[src/rtl/pipe_pkg.sv]
// Shared pipeline types: M-extension operation encoding (funct3 order) and
// the multiply/divide unit state enum.
package pipe_pkg;

  typedef enum logic [2:0] {
    OP_MUL    = 3'd0,
    OP_MULH   = 3'd1,
    OP_MULHSU = 3'd2,
    OP_MULHU  = 3'd3,
    OP_DIV    = 3'd4,
    OP_DIVU   = 3'd5,
    OP_REM    = 3'd6,
    OP_REMU   = 3'd7
  } muldiv_op_t;

  typedef enum logic [1:0] {
    MD_IDLE = 2'd0,
    MD_CALC = 2'd1,
    MD_DONE = 2'd2
  } muldiv_state_t;

  function automatic logic op_is_div(input muldiv_op_t op);
    return op[2];
  endfunction

endpackage

[src/rtl/muldiv_step.sv]
// One iteration of the multiply/divide datapath: LSB-first shift-add for
// multiply, restoring shift-subtract for divide. Purely combinational.
module muldiv_step #(
  parameter int XLEN = 32
) (
  input  logic              is_div_i,
  input  logic [2*XLEN-1:0] acc_i,
  input  logic [XLEN-1:0]   opb_i,
  output logic [2*XLEN-1:0] acc_o
);

  logic [XLEN:0]   sum;
  logic [XLEN:0]   rem_sh;
  logic [XLEN-1:0] diff;

  always_comb begin
    sum    = {1'b0, acc_i[2*XLEN-1:XLEN]} + (acc_i[0] ? {1'b0, opb_i} : '0);
    rem_sh = {acc_i[2*XLEN-1:XLEN], acc_i[XLEN-1]};
    // Remainder after a successful subtract is below the divisor, so XLEN bits suffice.
    diff   = rem_sh[XLEN-1:0] - opb_i;
    if (is_div_i) begin
      if (rem_sh >= {1'b0, opb_i}) acc_o = {diff, acc_i[XLEN-2:0], 1'b1};
      else                         acc_o = {rem_sh[XLEN-1:0], acc_i[XLEN-2:0], 1'b0};
    end else begin
      acc_o = {sum, acc_i[XLEN-1:1]};
    end
  end

endmodule

[src/rtl/muldiv_unit.sv]
// Iterative RV32M/RV64M multiply/divide unit (IDLE/CALC/DONE).
// Define MULDIV_FAST_MUL_EN for a single-cycle multiply path.
module muldiv_unit
  import pipe_pkg::*;
#(
  parameter int XLEN = 32
) (
  input  logic            clk,
  input  logic            rst_n,
  input  logic            start_i,
  input  muldiv_op_t      op_i,
  input  logic [XLEN-1:0] a_i,
  input  logic [XLEN-1:0] b_i,
  input  logic            flush_i,
  output logic            ready_o,
  output logic            busy_o,
  output logic            done_o,
  output logic [XLEN-1:0] result_o
);

  localparam int CW = $clog2(XLEN);
  localparam logic [XLEN-1:0] MOST_NEG = {1'b1, {(XLEN-1){1'b0}}};

  muldiv_state_t     state_q, state_d;
  logic [CW-1:0]     cnt_q, cnt_d;
  logic [XLEN-1:0]   result_q, result_d;
  muldiv_op_t        op_q, op_d;
  logic              sa_q, sa_d, sb_q, sb_d;
  logic [XLEN-1:0]   opb_q, opb_d;
  logic [2*XLEN-1:0] acc_q, acc_d, step_acc;

  logic              accept, sa_in, sb_in, b_zero, ovf;
  logic [XLEN-1:0]   a_mag, b_mag;
`ifdef MULDIV_FAST_MUL_EN
  logic [2*XLEN-1:0] fast_prod;
`endif

  // Apply result sign and pick the half / quotient / remainder the op wants.
  function automatic logic [XLEN-1:0] finish_res(input muldiv_op_t op, input logic [2*XLEN-1:0] acc,
                                                input logic sa, input logic sb);
    logic [2*XLEN-1:0] prod;
    logic [XLEN-1:0]   quo, rem;
    prod = (sa ^ sb) ? -acc : acc;
    quo  = (sa ^ sb) ? -acc[XLEN-1:0] : acc[XLEN-1:0];
    rem  = sa ? -acc[2*XLEN-1:XLEN] : acc[2*XLEN-1:XLEN];
    case (op)
      OP_MUL:                      return prod[XLEN-1:0];
      OP_MULH, OP_MULHSU, OP_MULHU: return prod[2*XLEN-1:XLEN];
      OP_DIV, OP_DIVU:             return quo;
      default:                     return rem;
    endcase
  endfunction

  muldiv_step #(.XLEN(XLEN)) u_step (
    .is_div_i (op_is_div(op_q)),
    .acc_i    (acc_q),
    .opb_i    (opb_q),
    .acc_o    (step_acc)
  );

  assign ready_o  = (state_q == MD_IDLE) || (state_q == MD_DONE);
  assign busy_o   = (state_q == MD_CALC);
  assign done_o   = (state_q == MD_DONE);
  assign result_o = result_q;

  always_comb begin
    accept = start_i && ready_o && !flush_i;
    sa_in  = a_i[XLEN-1] && (op_i == OP_MULH || op_i == OP_MULHSU || op_i == OP_DIV || op_i == OP_REM);
    sb_in  = b_i[XLEN-1] && (op_i == OP_MULH || op_i == OP_DIV || op_i == OP_REM);
    a_mag  = sa_in ? -a_i : a_i;
    b_mag  = sb_in ? -b_i : b_i;
    b_zero = op_is_div(op_i) && (b_i == '0);
    ovf    = (op_i == OP_DIV || op_i == OP_REM) && (a_i == MOST_NEG) && (b_i == '1);
`ifdef MULDIV_FAST_MUL_EN
    fast_prod = {{XLEN{1'b0}}, a_mag} * {{XLEN{1'b0}}, b_mag};
`endif

    state_d  = state_q;
    cnt_d    = cnt_q;
    result_d = result_q;
    op_d     = op_q;
    sa_d     = sa_q;
    sb_d     = sb_q;
    opb_d    = opb_q;
    acc_d    = acc_q;

    case (state_q)
      MD_CALC: begin
        acc_d = step_acc;
        cnt_d = cnt_q + CW'(1);
        if (cnt_q == CW'(XLEN-1)) begin
          state_d  = MD_DONE;
          cnt_d    = '0;
          result_d = finish_res(op_q, step_acc, sa_q, sb_q);
        end
      end
      default: begin
        state_d = MD_IDLE;
        if (accept) begin
          op_d  = op_i;
          sa_d  = sa_in;
          sb_d  = sb_in;
          cnt_d = '0;
          if (b_zero) begin
            state_d  = MD_DONE;
            result_d = op_i[1] ? a_i : '1;
          end else if (ovf) begin
            state_d  = MD_DONE;
            result_d = op_i[1] ? '0 : MOST_NEG;
`ifdef MULDIV_FAST_MUL_EN
          end else if (!op_is_div(op_i)) begin
            state_d  = MD_DONE;
            result_d = finish_res(op_i, fast_prod, sa_in, sb_in);
`endif
          end else begin
            state_d = MD_CALC;
            acc_d   = op_is_div(op_i) ? {{XLEN{1'b0}}, a_mag} : {{XLEN{1'b0}}, b_mag};
            opb_d   = op_is_div(op_i) ? b_mag : a_mag;
          end
        end
      end
    endcase

    // Abort wins over everything, including a same-cycle request.
    if (flush_i) begin
      state_d  = MD_IDLE;
      cnt_d    = '0;
      result_d = result_q;
    end
  end

  always_ff @(posedge clk or negedge rst_n) begin
    if (!rst_n) begin
      state_q  <= MD_IDLE;
      cnt_q    <= '0;
      result_q <= '0;
    end else begin
      state_q  <= state_d;
      cnt_q    <= cnt_d;
      result_q <= result_d;
    end
  end

  always_ff @(posedge clk) begin
    op_q  <= op_d;
    sa_q  <= sa_d;
    sb_q  <= sb_d;
    opb_q <= opb_d;
    acc_q <= acc_d;
  end

endmodule

[config.mk]
export PLATFORM = sky130hd
export DESIGN_NAME = muldiv_unit
export DESIGN_NICKNAME = d
export VERILOG_FILES = /design/src/rtl/pipe_pkg.sv /design/src/rtl/muldiv_step.sv /design/src/rtl/muldiv_unit.sv
export SDC_FILE = /design/constraint.sdc
export NUM_CORES = 1
export LEC_CHECK = 0
export ABC_AREA = 1
export BUFFER_PORTS_ARGS = -buffer_cell sky130_fd_sc_hd__buf_2
export CELL_PAD_IN_SITES_DETAIL_PLACEMENT = 1
export CELL_PAD_IN_SITES_GLOBAL_PLACEMENT = 1
export CORE_UTILIZATION = 30
export DETAILED_ROUTE_END_ITERATION = 12
export PLACE_DENSITY = 0.6
export SETUP_SLACK_MARGIN = 0.5
export SYNTH_ARGS = -nofsm -noshare
export SYNTH_HDL_FRONTEND = slang
export SYNTH_HIERARCHICAL = 1
export SYNTH_SLANG_ARGS = --single-unit
[constraint.sdc]
create_clock -name clk -period 9.35 [get_ports clk]
set_clock_uncertainty 0.2 [all_clocks]
set_input_delay 1.87 -clock clk [delete_from_list [all_inputs] [get_ports clk]]
set_output_delay 1.87 -clock clk [all_outputs]
set_load 0.01 [all_outputs]
# Word level (Yosys, flattened, before mapping)
# Index checks and enable logic that the tools add are counted.
[totals]
output_inout_bits = 35
register_bits = 140
word_cells = 99
in_bits = 71
[classes]
n_mux = 32
magnitude_cmp = 1
n_reduce_logical = 27
n_bitwise = 5
n_addsub = 8
n_eq_ne = 18
[ops]
columns = ["cell", "n"]
rows = [
  ["two-way mux 32 bit", 14],
  ["two-way mux 64 bit", 7],
  ["negation 32 bit", 4],
  ["case mux 32 bit (3 select lines)", 1],
  ["equality test 32 bit, second input constant", 2],
  ["negation 64 bit", 1],
  ["adder 32 x 33 -> 33 bit", 1],
  ["greater-or-equal comparator 33 x 32 -> 1 bit", 1],
  ["logical NOT 32 bit", 1],
  ["subtractor 32 bit", 1],
  ["two-way mux 5 bit", 4],
  ["equality test 3 bit, second input constant", 4],
  ["two-way mux 2 bit", 6],
  ["equality test 3 x 2 -> 1 bit, second input constant", 3],
  ["AND reduction 4 bit", 2],
  ["logical AND 1 bit", 7],
  ["logical OR 1 bit", 7],
  ["equality test 3 x 1 -> 1 bit, second input constant", 2],
  ["nonzero test 3 bit", 2],
  ["adder 5 x 1 -> 5 bit, second input constant", 1],
  ["equality test 5 bit, second input constant", 1],
  ["inequality test 2 bit, second input constant", 2],
  ["NOT 1 bit", 4],
  ["logical NOT 3 bit", 1],
  ["other kinds (12)", 12],
]

# Longest topological paths before layout
# Gate-level depths: netlist of run 1.
[depth]
ltp_word = 11
mapped_depth = 32
ltp_nobuf = 31

# Hierarchy
# Netlist of run 1, hierarchy kept.
[modules_own_cells]
columns = ["module", "seq_area_each_um2", "n_inst", "area_per_inst_um2", "cells_each"]
rows = [
  ["muldiv_unit", 4008.8, 1, 12034.0, 1885],
  ["muldiv_step", 0.0, 1, 6195.9, 1274],
]

# Worst setup path before layout of run 1
# OpenSTA, ideal clock, no wires.
[synth_timing]
path_type = "in2reg"
from = "input port a_i[0]"
to = "register acc_q[0], enable pin"
setup_time_ns = 0.690
cell_stages = 9
t_arrival_ns = 3.843
slack_ns = 4.617
path_buffers = 0
required_ns = 8.460
path_cell_list = "inv_1 > ha_1 > nand3_1 > nor2_2 > nand2_1 > nor3_1 > nand2_1 > nand3_1 > nand2_1"
[synth_via]
elab_chain_cells = 5
[synth_lines]
columns = ["item", "line_no", "text"]
rows = [
  ["start, declared", "muldiv_unit.sv:12", "input logic [XLEN-1:0] a_i,"],
  ["equality test 32 bit", "muldiv_unit.sv:73", "ovf = (op_i == OP_DIV || op_i == OP_REM) && (a_i == MOST_NEG) && (b_i == '1);"],
  ["logical AND 1 bit (2 in a row)", "muldiv_unit.sv:73", ""],
  ["inequality test 2 bit (no line)", "-", ""],
  ["AND reduction 3 bit (no line)", "-", ""],
  ["end signal, assigned", "muldiv_unit.sv:149", "acc_q <= acc_d;"],
  ["end, declared", "muldiv_unit.sv:30", "logic [2*XLEN-1:0] acc_q, acc_d, step_acc;"],
]
# No other way between the ends.
# A chain may end at the register's enable or synchronous reset.

# Worst setup path in the final report of run 1
[layout_timing]
from = "register acc_q[0]"
to = "register result_q[27] (netlist: result_o[27])"
[layout_via]
elab_chain_cells = 8
elab_cells_between_ends = 13
cone_classes = "4 x add/sub; 9 x mux"
[layout_lines]
columns = ["item", "line_no", "text"]
rows = [
  ["two-way mux 32 bit (*)", "muldiv_step.sv:17", "sum = {1'b0, acc_i[2*XLEN-1:XLEN]} + (acc_i[0] ? {1'b0, opb_i} : '0);"],
  ["adder 32 x 33 -> 33 bit (*)", "muldiv_step.sv:17", ""],
  ["two-way mux 64 bit (*)", "muldiv_step.sv:21", "if (is_div_i) begin"],
  ["net step_acc[51]", "muldiv_unit.sv:30", ""],
  ["negation 64 bit / negation 32 bit (equally long branches)", "muldiv_unit.sv:43, muldiv_unit.sv:45", ""],
  ["two-way mux 64 bit / two-way mux 32 bit (equally long branches)", "muldiv_unit.sv:43, muldiv_unit.sv:45", ""],
  ["case mux 32 bit (3 select lines) (*)", "muldiv_unit.sv:46", "case (op)"],
  ["two-way mux 32 bit (*)", "muldiv_unit.sv:91", "if (cnt_q == CW'(XLEN-1)) begin"],
  ["two-way mux 32 bit (*)", "muldiv_unit.sv:87", "case (state_q)"],
  ["end signal, assigned", "muldiv_unit.sv:140", "result_q <= result_d;"],
  ["end, declared", "muldiv_unit.sv:26", "logic [XLEN-1:0] result_q, result_d;"],
]
# Mark *: on every way through the listed nets, which the timed path passes. The rest lies on a longest branch. The select of a mux whose other input is x is not followed.

==> results.sh, run 1 <==
export IMPL_ys_warn_count=6
export IMPL_grt_pass1_wl_mm=142
export IMPL_initial_core_util_pct=30.6
export IMPL_cp_end_kind="register"
export IMPL_diodes=0
export IMPL_ys_ff_latch=140
export IMPL_synth_area_sq_um=18200
export IMPL_crit_fanout=33
export IMPL_grt_max_degree=87
export IMPL_fin_ws_ns=3.65
export IMPL_syn_area_per_cell_sq_um=5.77
export IMPL_clk_path_buf_depth=2
export IMPL_finalSetupViolations=0
export IMPL_clk_pin_slew_worst_paths_ns=0.07
export IMPL_max_cap_violations=0
export IMPL_cts_hold_buffers=0
export IMPL_r2r_cells=24
export IMPL_fin_nets=3352
export IMPL_powerDensity_nw_per_um2=178
export IMPL_power_mw=3.55
export IMPL_drcViolationCount=0
export IMPL_clk_latency_ns=0.48
export IMPL_max_freq_mhz=175
export IMPL_io_pins=106
export IMPL_dr_pass1_iters=7
export IMPL_tightest_slew_ns=1.27
export IMPL_synth_mux_area_share_pct=0
export IMPL_gp_congestion=1.00
export IMPL_grt_pass1_vias=21800
export IMPL_yosysSeqAreaShare_pct=22.0
export IMPL_synth_distinct_cells=55
export IMPL_drive_above_1_share_pct=7.92
export IMPL_overflow=0
export IMPL_tns_ns=0
export IMPL_synth_compound_area_share_pct=11.5
export IMPL_fill_cells=8046
export IMPL_multi_input_area_sq_um=12100
export IMPL_fin_crit_ns=5.70
export IMPL_cts_tree="yes"
export IMPL_path_class="register to register"
export IMPL_synth_xor_area_share_pct=3.89
export IMPL_antenna_found_initial=2
export IMPL_synth_top_area_cell="nand2_1"
export IMPL_cts_resized_gates=0
export IMPL_fp_dieW_um=249
export IMPL_irDropWorstVdd_mv=0.146
export IMPL_hold_violations=0
export IMPL_vias=21300
export IMPL_wl_per_cell_um=24.3
export IMPL_die_h_um=249
export IMPL_cp_arrival_ns=5.87
export IMPL_yosys_area_share_simple_pct=45.9
export IMPL_whs_path_depth=2
export IMPL_p_leak_nw=10.0
export IMPL_clock_sinks=140
export IMPL_core_area_sq_um=59600
export IMPL_netlist_instances=3159
export IMPL_cts_buffers=17
export IMPL_syn_num_nets=3303
export IMPL_seqCellArea_sq_um=4010
export IMPL_drv_slew=0
export IMPL_yosys_top_cells_area="nand2_1 23%, edfxtp_1 17%, inv_1 8.6%"
export IMPL_synthAdderAreaFrac_pct=5.09
export IMPL_synthToLayoutAreaGrowth_pct=9.64
export IMPL_relSlewSlack_pct=15.6
export IMPL_rows=89
export IMPL_status="completed"
export IMPL_drt_iter0_markers=1567
export IMPL_ant_nets=0
export IMPL_vias_per_cell=5.34
export IMPL_hp_class="register to register"
export IMPL_rsz0062_at_grt="no"
export IMPL_grtUsageTotal_pct=31.1
export IMPL_root_buffer="clkbuf_16"
export IMPL_synth_top_family_by_area="simple AND/OR/NAND/NOR gates"
export IMPL_dp_hpwl_mm=80.8
export IMPL_period_share_pct=61.0
export IMPL_cp_required_ns=9.51
export IMPL_port_buffer_count=105
export IMPL_place_ws_ns=3.45
export IMPL_cts_setup_buffers=0
export IMPL_totalWireLength_mm=97.0
export IMPL_htree_levels=4
export IMPL_yosysTopAreaCellShare_pct=23.3
export IMPL_fp_dieArea_sq_um=61800
export IMPL_start_kind="register"
==> registers in the layout, summed over array words and instances, names as in the netlist <==
| name | flops |
|---|---|
| acc_q | 64 |
| cnt_q | 5 |
| op_q | 3 |
| opb_q | 32 |
| result_o | 32 |
| sa_q | 1 |
| sb_q | 1 |
| state_q | 2 |
==> critical path, stage by stage, from the launching register on <==
cell	delay, ns
edfxtp_1	1.18
nand2_1	0.12
inv_1	0.10
ha_1	0.26
fa_1	0.37
nand2_1	0.09
nand2_1	0.09
and2_1	0.25
nand3_1	0.10
nand3_1	0.23
nand2_1	0.08
nand2_1	0.08
a21oi_1	0.06
o21ai_0	0.11
nand2_1	0.25
nor2_1	0.28
nand3_1	0.15
nor2_1	0.25
nand2_1	0.13
nor2_1	0.29
nor2_1	0.10
o21ai_0	0.46
nand3_1	0.20
nand3_1	0.11
nand2_1	0.07
==> area by class of cell <==
type | count | share of cell area, %
Tap cell | 773 | 4.84
Clock inverter | 12 | 0.826
Inverter | 433 | 8.14
Multi-Input combinational cell | 2492 | 60.6
Clock buffer | 19 | 2.17
Timing Repair Buffer | 124 | 3.34
Sequential cell | 140 | 20.1
==> metrics by stage <==
step                utilization (%)  cells  area, sq um  hold WS [ns]
floorplan                         -   3159        18200         0.289
global placement               32.5   3962        19400         0.262
detailed placement             32.5   3962        19400         0.266
CTS                            33.5   3993        20000         0.290
global route                   33.5   3993        20000         0.315
finish                         33.5   3993        20000         0.287
==> cells by family (layout without fill, tap and decap cells) <==
logic type / count (synthesis) / after routing
compound gates: 376 / 376
xor+xnor: 81 / 81
fa+ha+maj: 73 / 73
buf+inv: 527 / 588
flops: 140 / 140
simple gates: 1962 / 1962
==> synthesized netlist by cell type (all sizes together) <==
master / number
a211oi: 1
a41oi: 1
o21ai: 202
dfrtp: 39
and2: 6
nand4: 39
edfxtp: 101
nand2: 1144
xnor2: 27
inv: 429
ha: 71
xor2: 54
o31ai: 1
nand3b: 36
nor4: 6
or3: 1
clkinv: 4
or2: 17
clkbuf: 47
o21a: 5
nand3: 295
fa: 2
and3: 2
a21o: 3
a21oi: 109
o22ai: 6
nor3: 31
a21boi: 1
o211ai: 31
nor2: 385
a31oi: 11
o21bai: 5
buf: 47
==> per-layer routing <==
metal / GRT usage [%] / vias up / wire, um / share of wire (%)
met4: 13.2 / 2 / 4230 / 4.4
met2: 56.0 / 627 / 48200 / 50
met5: 0 / - / 9 / 0.0093
met3: 2.75 / 143 / 4110 / 4.2
li1: - / 10200 / - / -
met1: 37.5 / 10400 / 40400 / 42
==> worst paths after layout <==
check,startpoint,to,slack (ns)
min in group asynchronous,rst_n,result_o[21],1.33
min reg2reg,result_o[5],result_o[5],0.29
max reg2reg,acc_q[0],result_o[27],3.65
max,acc_q[0],result_o[27],3.65
max in group asynchronous,rst_n,result_o[0],7.03
min,result_o[5],result_o[5],0.29
==> placed cells by master (no fill, tap or decap), types with 13 or more instances in the layout <==
master | netlist | layout
nand3b_1 | 36 | 36
o21ai_1 | 47 | 47
or2_2 | 14 | 14
xnor2_1 | 27 | 27
dfrtp_1 | 39 | 39
xor2_1 | 54 | 54
edfxtp_1 | 101 | 101
o211ai_1 | 31 | 31
nor2_2 | 14 | 15
o21ai_0 | 148 | 148
inv_1 | 419 | 418
nor3_1 | 29 | 29
ha_1 | 71 | 71
clkbuf_16 | 0 | 17
nand2_1 | 1132 | 1131
nand3_1 | 282 | 282
nor2_1 | 361 | 359
buf_2 | 17 | 105
nand3_2 | 13 | 13
nand4_1 | 36 | 36
buf_4 | 10 | 19
a21oi_1 | 98 | 98
==> where the power goes <==
part           internal (mW)  leakage [nW]  switching, mW  total, mW
Clock                  0.421         0.281          0.321      0.743
Combinational          0.519          8.27           1.39       1.91
Sequential             0.799          1.49         0.0979      0.897
Note: power is estimated with default switching activity, not from simulation.
==> inputs of run 2 (changes only) <==
==> constraint.sdc (replaced) <==
create_clock -name clk -period 5.43 [get_ports clk]
set_clock_uncertainty 0.2 [all_clocks]
set_input_delay 1.086 -clock clk [delete_from_list [all_inputs] [get_ports clk]]
set_output_delay 1.086 -clock clk [all_outputs]
set_load 0.01 [all_outputs]
==> run 2 against run 1 <==
Effect of this change: first-iteration DRC count shrank 3.3%; global-route usage grew 0.069 points; total power grew 73%; routed wire length shrank 0.46%; via count grew 0.83%; critical endpoint is now result_o[16]; largest cell class unchanged; highest routed layer unchanged.
==> results.sh, run 2 (synthesized netlist as in run 1, its figures left out) <==
export IMPL_totalWireLength_mm=96.5
export IMPL_wl_per_cell_um=23.9
export IMPL_drive_above_1_share_pct=10.1
export IMPL_drv_slew=0
export IMPL_max_freq_mhz=206
export IMPL_fp_dieW_um=249
export IMPL_vias_per_cell=5.33
export IMPL_synthToLayoutAreaGrowth_pct=11.9
export IMPL_irDropWorstVdd_mv=0.228
export IMPL_antenna_found_initial=4
export IMPL_overflow=0
export IMPL_multi_input_area_sq_um=12200
export IMPL_p_leak_nw=10.2
export IMPL_worstReg2RegStart="opb_q[28]"
export IMPL_dp_hpwl_mm=81.5
export IMPL_drcViolationCount=0
export IMPL_root_buffer="clkbuf_16"
export IMPL_cts_hold_buffers=0
export IMPL_max_cap_violations=0
export IMPL_final_area_sq_um=20400
export IMPL_hp_class="register to register"
export IMPL_path_class="register to register"
export IMPL_period_share_pct=89.3
export IMPL_clk_path_buf_depth=2
export IMPL_whs_path_depth=2
export IMPL_ant_nets=0
export IMPL_grt_max_degree=74
export IMPL_min_from="result_o[16]"
export IMPL_rrSetupSlack_ns=0.58
export IMPL_largest_reg_flops=64
export IMPL_status="completed"
export IMPL_postPlaceCellArea_sq_um=19600
export IMPL_clk_pin_slew_worst_paths_ns=0.08
export IMPL_finalSetupViolations=0
export IMPL_port_buffer_count=105
export IMPL_core_area_sq_um=59600
export IMPL_hold_violations=0
export IMPL_initial_core_util_pct=30.6
export IMPL_min_to="result_o[16]"
export IMPL_start_kind="register"
export IMPL_clock_sinks=140
export IMPL_relSlewSlack_pct=30.5
export IMPL_final_common_cell="nand2_1"
export IMPL_fin_crit_ns=4.85
export IMPL_seqCellArea_sq_um=4010
export IMPL_rows=89
export IMPL_tightest_slew_ns=1.04
export IMPL_cp_end_kind="register"
export IMPL_diodes=0
export IMPL_cp_arrival_ns=5.07
export IMPL_grt_pass1_vias=22100
export IMPL_largest_register="acc_q"
export IMPL_grt_pass1_wl_mm=142
export IMPL_tns_ns=0
export IMPL_grtUsageTotal_pct=31.1
export IMPL_rsz0062_at_grt="yes"
export IMPL_vias=21500
export IMPL_cp_required_ns=5.65
export IMPL_powerDensity_nw_per_um2=301
export IMPL_final_cell_mix="1,127 x nand2_1, 415 x inv_1, 344 x nor2_1, 279 x nand3_1, 145 x o21ai_0"
export IMPL_crit_fanout=26
export IMPL_io_pins=106
export IMPL_fin_nets=3390
export IMPL_cts_buffers=17
export IMPL_fp_dieArea_sq_um=61800
export IMPL_drt_iter0_markers=1515
export IMPL_die_h_um=249
export IMPL_gp_congestion=0.975
export IMPL_cts_tree="yes"
export IMPL_htree_levels=4
export IMPL_dr_pass1_iters=5
export IMPL_fill_cells=8088
export IMPL_r2r_end="result_o[16]"
export IMPL_clk_latency_ns=0.48
export IMPL_r2r_cells=25
run 2: what timing repair did:
action	CTS	global route
setup buffers	6	1
setup endpoints to repair	13	30
pin swaps	0	1
resized for setup	1	40
run 2: area by class of cell:
class	instances	share of cell area, %
Multi-Input combinational cell	2492	60.0
Tap cell	773	4.74
Sequential cell	140	19.7
Inverter	433	7.98
Timing Repair Buffer	162	4.71
Clock buffer	17	2.09
Clock inverter	15	0.828
run 2: critical path, stage by stage (launching register included):
cell	delay [ns]
edfxtp_1	0.58
inv_1	0.09
ha_1	0.35
nand2_1	0.15
inv_1	0.07
nand2_1	0.06
nand2_1	0.08
a21oi_2	0.19
nand2_1	0.12
nor2_4	0.18
nand2_8	0.17
nand2_4	0.19
nand2_1	0.08
inv_1	0.19
ha_1	0.27
nand2_1	0.15
nor2_4	0.26
nand2_1	0.09
nand2_1	0.09
nor2_1	0.05
o21ai_0	0.51
o21bai_1	0.20
nand2_1	0.20
nand2_1	0.11
nand2_1	0.06
nand2_1	0.08
run 2: metrics by stage:
| step | setup slack (ns) | utilization [%] | instances | power, mW | hold slack [ns] |
|---|---|---|---|---|---|
| after global routing | 0.404 | 34.2 | 4032 | 6.51 | 0.310 |
| after floorplan | 1.48 | - | 3159 | 3.49 | 0.289 |
| final | 0.583 | 34.2 | 4032 | 6.13 | 0.284 |
| after global placement | 0.0976 | 32.9 | 3993 | 4.82 | 0.264 |
| after detailed placement | 0.122 | 32.9 | 3993 | 4.84 | 0.262 |
| after CTS | 0.507 | 34.0 | 4031 | 6.09 | 0.292 |
run 2: worst max path at each step:
stage	startpoint	endpoint	slack (ns)	depth (start not counted)
after detailed placement	acc_q[0]	result_o[27]	0.12	22
after global routing	acc_q[47]	result_o[12]	0.40	28
final	opb_q[28]	result_o[16]	0.58	25
after CTS	opb_q[29]	result_o[12]	0.51	26
after floorplan	a_i[0]	acc_q[0]	1.48	9
after global placement	acc_q[0]	result_o[27]	0.1	22
run 2: metal layers:
metal  GRT usage [%]  part of all wire (%)
met5               0                 0.027
met4            13.6                   4.3
met3            2.99                   4.0
met2            54.9                    49
met1            38.3                    43
run 2: where the power goes:
part / leakage [nW] / internal [mW] / total (mW) / switching (mW)
Combinational: 8.46 / 0.954 / 3.36 / 2.41
Sequential: 1.49 / 1.38 / 1.55 / 0.171
Clock: 0.292 / 0.618 / 1.22 / 0.602
Total: 10.2 / 2.95 / 6.13 / 3.18
